<file path="src/rtl/cnn_pkg.sv">
// cnn_pkg: shared constants and helpers for the activation datapath.
//   FP_WIDTH         - IEEE-754 single-precision word width
//   NUM_REQ_DEFAULT  - default number of requesters sharing one Tanh unit
//   LATENCY_DEFAULT  - default act_x -> act_y latency of the Tanh unit
//   id_width()       - width of a requester index (at least one bit)
package cnn_pkg;

  localparam int FP_WIDTH        = 32;
  localparam int NUM_REQ_DEFAULT = 4;
  localparam int LATENCY_DEFAULT = 1;

  // A single requester still needs a 1-bit id so that ports never collapse to zero width.
  function automatic int id_width(input int n);
    if (n > 1) begin
      return $clog2(n);
    end else begin
      return 1;
    end
  endfunction

endpackage

</file>
<file path="src/rtl/rr_arbiter.sv">
// rr_arbiter: purely combinational round-robin grant.
//   req  [NUM_REQ-1:0] - request vector
//   ptr  [ID_W-1:0]    - highest-priority index this cycle
//   gnt  [NUM_REQ-1:0] - one-hot grant to the first request at or after ptr
//                        (wrapping); all zero when nothing is requested
module rr_arbiter
  import cnn_pkg::*;
#(
  parameter int NUM_REQ = NUM_REQ_DEFAULT,
  parameter int ID_W    = id_width(NUM_REQ)
) (
  input  logic [NUM_REQ-1:0] req,
  input  logic [ID_W-1:0]    ptr,
  output logic [NUM_REQ-1:0] gnt
);

  // Scan requesters starting at ptr, wrapping modulo NUM_REQ; first hit wins.
  always_comb begin
    int          idx_s;
    logic [ID_W-1:0] sel_s;
    logic        found_s;
    gnt     = '0;
    found_s = 1'b0;
    idx_s   = 0;
    sel_s   = '0;
    for (int k = 0; k < NUM_REQ; k++) begin
      idx_s = int'(ptr) + k;
      if (idx_s >= NUM_REQ) begin
        idx_s = idx_s - NUM_REQ;
      end else begin
        idx_s = idx_s;
      end
      sel_s = idx_s[ID_W-1:0];
      if (!found_s && req[sel_s]) begin
        gnt[sel_s] = 1'b1;
        found_s    = 1'b1;
      end else begin
        found_s = found_s;
      end
    end
  end

endmodule

</file>
<file path="src/rtl/activation_scheduler.sv">
// activation_scheduler: shares one external pipelined Tanh unit among
// NUM_REQ requesters with round-robin arbitration and a tag pipeline that
// returns each result with the id of the requester that issued it.
//   clk, reset          - rising-edge clock, synchronous active-high reset
//   req_valid/req_data  - per-requester operand valid / flattened operands
//   req_ready           - one-hot grant (combinational), zero with no request
//   act_x / act_y       - registered operand to / result from the Tanh unit
//   res_valid/data/id   - result strobe, value (act_y), owning requester
//   busy                - high while any operation is in flight
module activation_scheduler
  import cnn_pkg::*;
#(
  parameter  int DATA_WIDTH = FP_WIDTH,
  parameter  int NUM_REQ    = NUM_REQ_DEFAULT,
  parameter  int LATENCY    = LATENCY_DEFAULT,
  localparam int ID_W       = id_width(NUM_REQ),
  localparam int CNT_W      = $clog2(LATENCY + 2)
) (
  input  logic                          clk,
  input  logic                          reset,
  input  logic [NUM_REQ-1:0]            req_valid,
  input  logic [NUM_REQ*DATA_WIDTH-1:0] req_data,
  output logic [NUM_REQ-1:0]            req_ready,
  output logic [DATA_WIDTH-1:0]         act_x,
  input  logic [DATA_WIDTH-1:0]         act_y,
  output logic                          res_valid,
  output logic [DATA_WIDTH-1:0]         res_data,
  output logic [ID_W-1:0]               res_id,
  output logic                          busy
);

  logic [NUM_REQ-1:0]    arb_req_s;
  logic [NUM_REQ-1:0]    gnt_s;
  logic [ID_W-1:0]       gnt_idx_s;
  logic                  xfer_s;

  logic [ID_W-1:0]       rr_ptr_q,   rr_ptr_d;
  logic [DATA_WIDTH-1:0] act_x_q,    act_x_d;
  logic [LATENCY:0]      tag_valid_q, tag_valid_d;
  logic [ID_W-1:0]       tag_id_q [LATENCY+1];
  logic [ID_W-1:0]       tag_id_d [LATENCY+1];
  logic [CNT_W-1:0]      inflight_q, inflight_d;

  // No grant is offered while reset is applied, so nothing can be accepted then.
  always_comb begin
    if (reset) begin
      arb_req_s = '0;
    end else begin
      arb_req_s = req_valid;
    end
  end

  rr_arbiter #(
    .NUM_REQ (NUM_REQ),
    .ID_W    (ID_W)
  ) u_rr_arbiter (
    .req (arb_req_s),
    .ptr (rr_ptr_q),
    .gnt (gnt_s)
  );

  // The grant is only ever raised on a valid lane, so any grant is a transfer.
  assign req_ready = gnt_s;
  assign xfer_s    = |gnt_s;

  // Encode the one-hot grant into a requester index.
  always_comb begin
    gnt_idx_s = '0;
    for (int k = 0; k < NUM_REQ; k++) begin
      if (gnt_s[k]) begin
        gnt_idx_s = ID_W'(k);
      end else begin
        gnt_idx_s = gnt_idx_s;
      end
    end
  end

  // Next pointer and operand: advance past the winner on a transfer, else hold.
  always_comb begin
    rr_ptr_d = rr_ptr_q;
    act_x_d  = act_x_q;
    if (xfer_s) begin
      act_x_d = req_data[gnt_idx_s*DATA_WIDTH +: DATA_WIDTH];
      if (int'(gnt_idx_s) == NUM_REQ - 1) begin
        rr_ptr_d = '0;
      end else begin
        rr_ptr_d = gnt_idx_s + ID_W'(1);
      end
    end else begin
      rr_ptr_d = rr_ptr_q;
      act_x_d  = act_x_q;
    end
  end

  // Tag pipeline: stage 0 lines up with act_x, stage LATENCY with act_y.
  always_comb begin
    tag_valid_d    = '0;
    tag_valid_d[0] = xfer_s;
    tag_id_d[0]    = gnt_idx_s;
    for (int k = 1; k <= LATENCY; k++) begin
      tag_valid_d[k] = tag_valid_q[k-1];
      tag_id_d[k]    = tag_id_q[k-1];
    end
  end

  // Inflight count: issue adds one, retire removes one, both together hold.
  always_comb begin
    case ({xfer_s, tag_valid_q[LATENCY]})
      2'b10:   inflight_d = inflight_q + CNT_W'(1);
      2'b01:   inflight_d = inflight_q - CNT_W'(1);
      default: inflight_d = inflight_q;
    endcase
  end

  // State registers; reset discards every in-flight tag.
  always_ff @(posedge clk) begin
    if (reset) begin
      rr_ptr_q    <= '0;
      act_x_q     <= '0;
      tag_valid_q <= '0;
      inflight_q  <= '0;
      for (int k = 0; k <= LATENCY; k++) begin
        tag_id_q[k] <= '0;
      end
    end else begin
      rr_ptr_q    <= rr_ptr_d;
      act_x_q     <= act_x_d;
      tag_valid_q <= tag_valid_d;
      inflight_q  <= inflight_d;
      for (int k = 0; k <= LATENCY; k++) begin
        tag_id_q[k] <= tag_id_d[k];
      end
    end
  end

  assign act_x     = act_x_q;
  assign res_valid = tag_valid_q[LATENCY];
  assign res_id    = tag_id_q[LATENCY];
  assign res_data  = act_y;
  assign busy      = (inflight_q != '0);

endmodule

</file>
<file path="config.mk">
export PLATFORM = sky130hd
export DESIGN_NAME = activation_scheduler
export DESIGN_NICKNAME = d
export VERILOG_FILES = /design/src/rtl/cnn_pkg.sv /design/src/rtl/rr_arbiter.sv /design/src/rtl/activation_scheduler.sv
export SDC_FILE = /design/constraint.sdc
export NUM_CORES = 1
export LEC_CHECK = 0
export BUFFER_PORTS_ARGS = -buffer_cell sky130_fd_sc_hd__buf_2
export CAP_MARGIN = 20
export CORE_AREA = 2 2 92 94
export DETAILED_ROUTE_END_ITERATION = 7
export DIE_AREA = 0 0 94 96
export HOLD_SLACK_MARGIN = 0.05
export PLACE_DENSITY = 0.79
export SLEW_MARGIN = 10
export SYNTH_ARGS = -nofsm -noshare
export SYNTH_HDL_FRONTEND = slang
export SYNTH_HIERARCHICAL = 1
export SYNTH_SLANG_ARGS = --single-unit
</file>
<file path="constraint.sdc">
create_clock -name clk -period 5.2 [get_ports clk]
set_clock_uncertainty 0.15 [all_clocks]
set_input_delay 1.3 -clock clk [delete_from_list [all_inputs] [get_ports clk]]
set_output_delay 1.3 -clock clk [all_outputs]
set_load 0.1 [all_outputs]
</file>
==> out/summary.txt <==
status - finished clean
FMAX - 225 MHz
largest net degree at the start of global routing - 43
slew margin rel. - 0.585
Post-DRT Antenna Nets - 0
I/O Buffers - 173
initial antenna violation count - 0
Yosys cell types - 31
Nets - 655
Crit. End Element - output port
hold_buf cts - 0
post-DP HPWL - 6.26 mm
sequential fraction of design power - 0.187
final period utilization - 0.855
GR peak layer - met2
fraction of registers with async set or reset after synthesis - 0
Sink Count - 42
Worst Path Arrival - 3000 ps
syn avg cell area - 8.40 um^2
worst hold path class - flop to flop
VDD IR max - 379 uV
# IOs - 238
routed vias/inst - 5.06
H-tree levels - 2
top fanout value on the critical path - 10
CTS Buf Count - 5
grt met1 use - 0.185
Longest Clk Path Bufs - 2
setup TNS - 0 ps
Final Hold Violating Endpoints - 0
global placement routability congestion - 0.787
commonest non-fill, non-tap cell in the layout - buf_2
die area - 9020 um^2
Placeable Area - 8050 um^2
CP startpoint kind - input pin
fin. max-slew vios - 0
Worst-path clk slew - 80 ps
GRT Resource Usage Total - 0.168
switching part of the total - 0.596
# rows - 33
Synth Instances - 354
Ys Warns - 6
vias in the first global route - 2,824
Die H - 96 um
Critical Path RT - 3750 ps
Final Util - 0.471
Layout area overhead - 27.6%
proportion of layout cells with a drive suffix above 1 - 0.418
ys flop type - dfxtp_1
Overflow after GRT - 0
Root Buffer - clkbuf_8
Worst-Skew Late Latency - 290 ps
post-CTS setup buffer count - 0
Die X - 94 um
Resize count post-CTS - 0
GR Util met2 - 0.313
initial core utilization - 0.369
final setup fails - 0
clock power share - 0.078
first-pass GRT wire length - 12.4 mm
diodes inserted - 0
Pre-antenna DRT Iters - 4
Lkg Pwr - 1.85 nW
syn nets - 527
Comb pwr share - 0.735
#FFs+latches synth - 42
type of the worst setup path - input pin to output port
most frequent cells in the layout - 169 x buf_2, 42 x dfxtp_1, 39 x nand2_1
EDFF count, synth - 0
Netlist Area Pre-Place - 2970 um^2
unrepaired setup endpoints after global routing - false
Min Clock Period, post-route - 4450 ps
met3 Use GR - 0.0446
Int Power - 1.13 mW
register area share after synthesis - 0.283
WL/cell - 13.8 um
Cell Pwr Density - 734 nW/um^2
TritonCTS clock tree - done
vias - 2,975
DRC violations left - 0
Routed WL - 8.11 mm
DR iter-0 viols - 85
NetSw - 1.66 mW
slew of the pin with the lowest slew margin - 622 ps
maxcap violations - 0
layer usage:
| metal | wire length [um] | part of all wire |
|---|---|---|
| met1 | 3260 | 0.40 |
| met2 | 4020 | 0.50 |
| met3 | 657 | 0.081 |
| met4 | 171 | 0.021 |
| met5 | 0 | 0 |
registers in the layout, summed over array words and instances (netlist names):
register,flops
tag_valid_q,2
inflight_q,2
act_x,32
tag_id_q,4
rr_ptr_q,2
layout make-up:
cell class                 instances  area, um^2
clock buffer                       6        82.6
clock inverter                     2        12.5
fill                             788        4260
inverter                          37         139
multi-input combinational        215        1590
sequential                        42         841
tap                              105         131
timing repair buffer             181         993
synthesized netlist by cell type, types with 5 or more instances:
| master | number | area [um^2] |
|---|---|---|
| a21oi_1 | 35 | 175 |
| buf_2 | 6 | 30.0 |
| buf_4 | 38 | 285 |
| clkbuf_1 | 9 | 33.8 |
| dfxtp_1 | 42 | 841 |
| ha_1 | 7 | 87.6 |
| inv_1 | 37 | 139 |
| mux2i_1 | 32 | 320 |
| nand2_1 | 39 | 146 |
| nor2_1 | 5 | 18.8 |
| nor2b_1 | 8 | 50.1 |
| o21ai_0 | 36 | 180 |
| o221a_1 | 30 | 338 |
power groups by stage:
stage	clock (mW)	sequential [mW]	combinational, mW
finish	0.217	0.520	2.05
global route	0.245	0.534	2.18
CTS	0.228	0.520	2.04
detailed placement	0	0.526	2.04
global placement	0	0.522	1.99
floorplan	0	1.24	1.13
critical path, cell delays in order:
cell and delay [ps]:
buf_2 90, nor2b_1 140, mux4_2 600, nor4b_4 380
a221o_2 290, buf_12 190
final timing paths:
path | start | to | slack, ps | depth (start not counted)
max | req_valid[3] | req_ready[2] | 750 | 6
min | tag_id_q[0][1] | tag_id_q[0][3] | 290 | 1
max reg2reg | rr_ptr_q[0] | inflight_q[1] | 1500 | 11
min reg2reg | tag_id_q[0][1] | tag_id_q[0][3] | 290 | 1
per-stage QoR:
stage | area [um^2] | setup WS, ps | cells | total power [mW] | hold slack (ps)
6_report | 3790 | 752 | 588 | 2.79 | 293
5_1_grt | 3790 | 691 | 588 | 2.96 | 309
4_1_cts | 3780 | 751 | 587 | 2.79 | 298
3_5_place_dp | 3680 | 531 | 579 | 2.56 | 278
3_3_place_gp | 3680 | 649 | 579 | 2.52 | 278
2_1_floorplan | 2980 | 87.3 | 354 | 2.37 | 264
cells by family after synthesis:
group / Yosys count / share of synthesized area
DFF: 42 / 0.283
muxes: 36 / 0.139
buffers and inverters: 97 / 0.183
adders and majority gates: 7 / 0.0294
xor gates and xnor gates: 2 / 0.00589
AOI/OAI and AO/OA: 110 / 0.262
and+or+nand+nor: 60 / 0.0980
No activity file was read; power rests on OpenSTA's default activity.
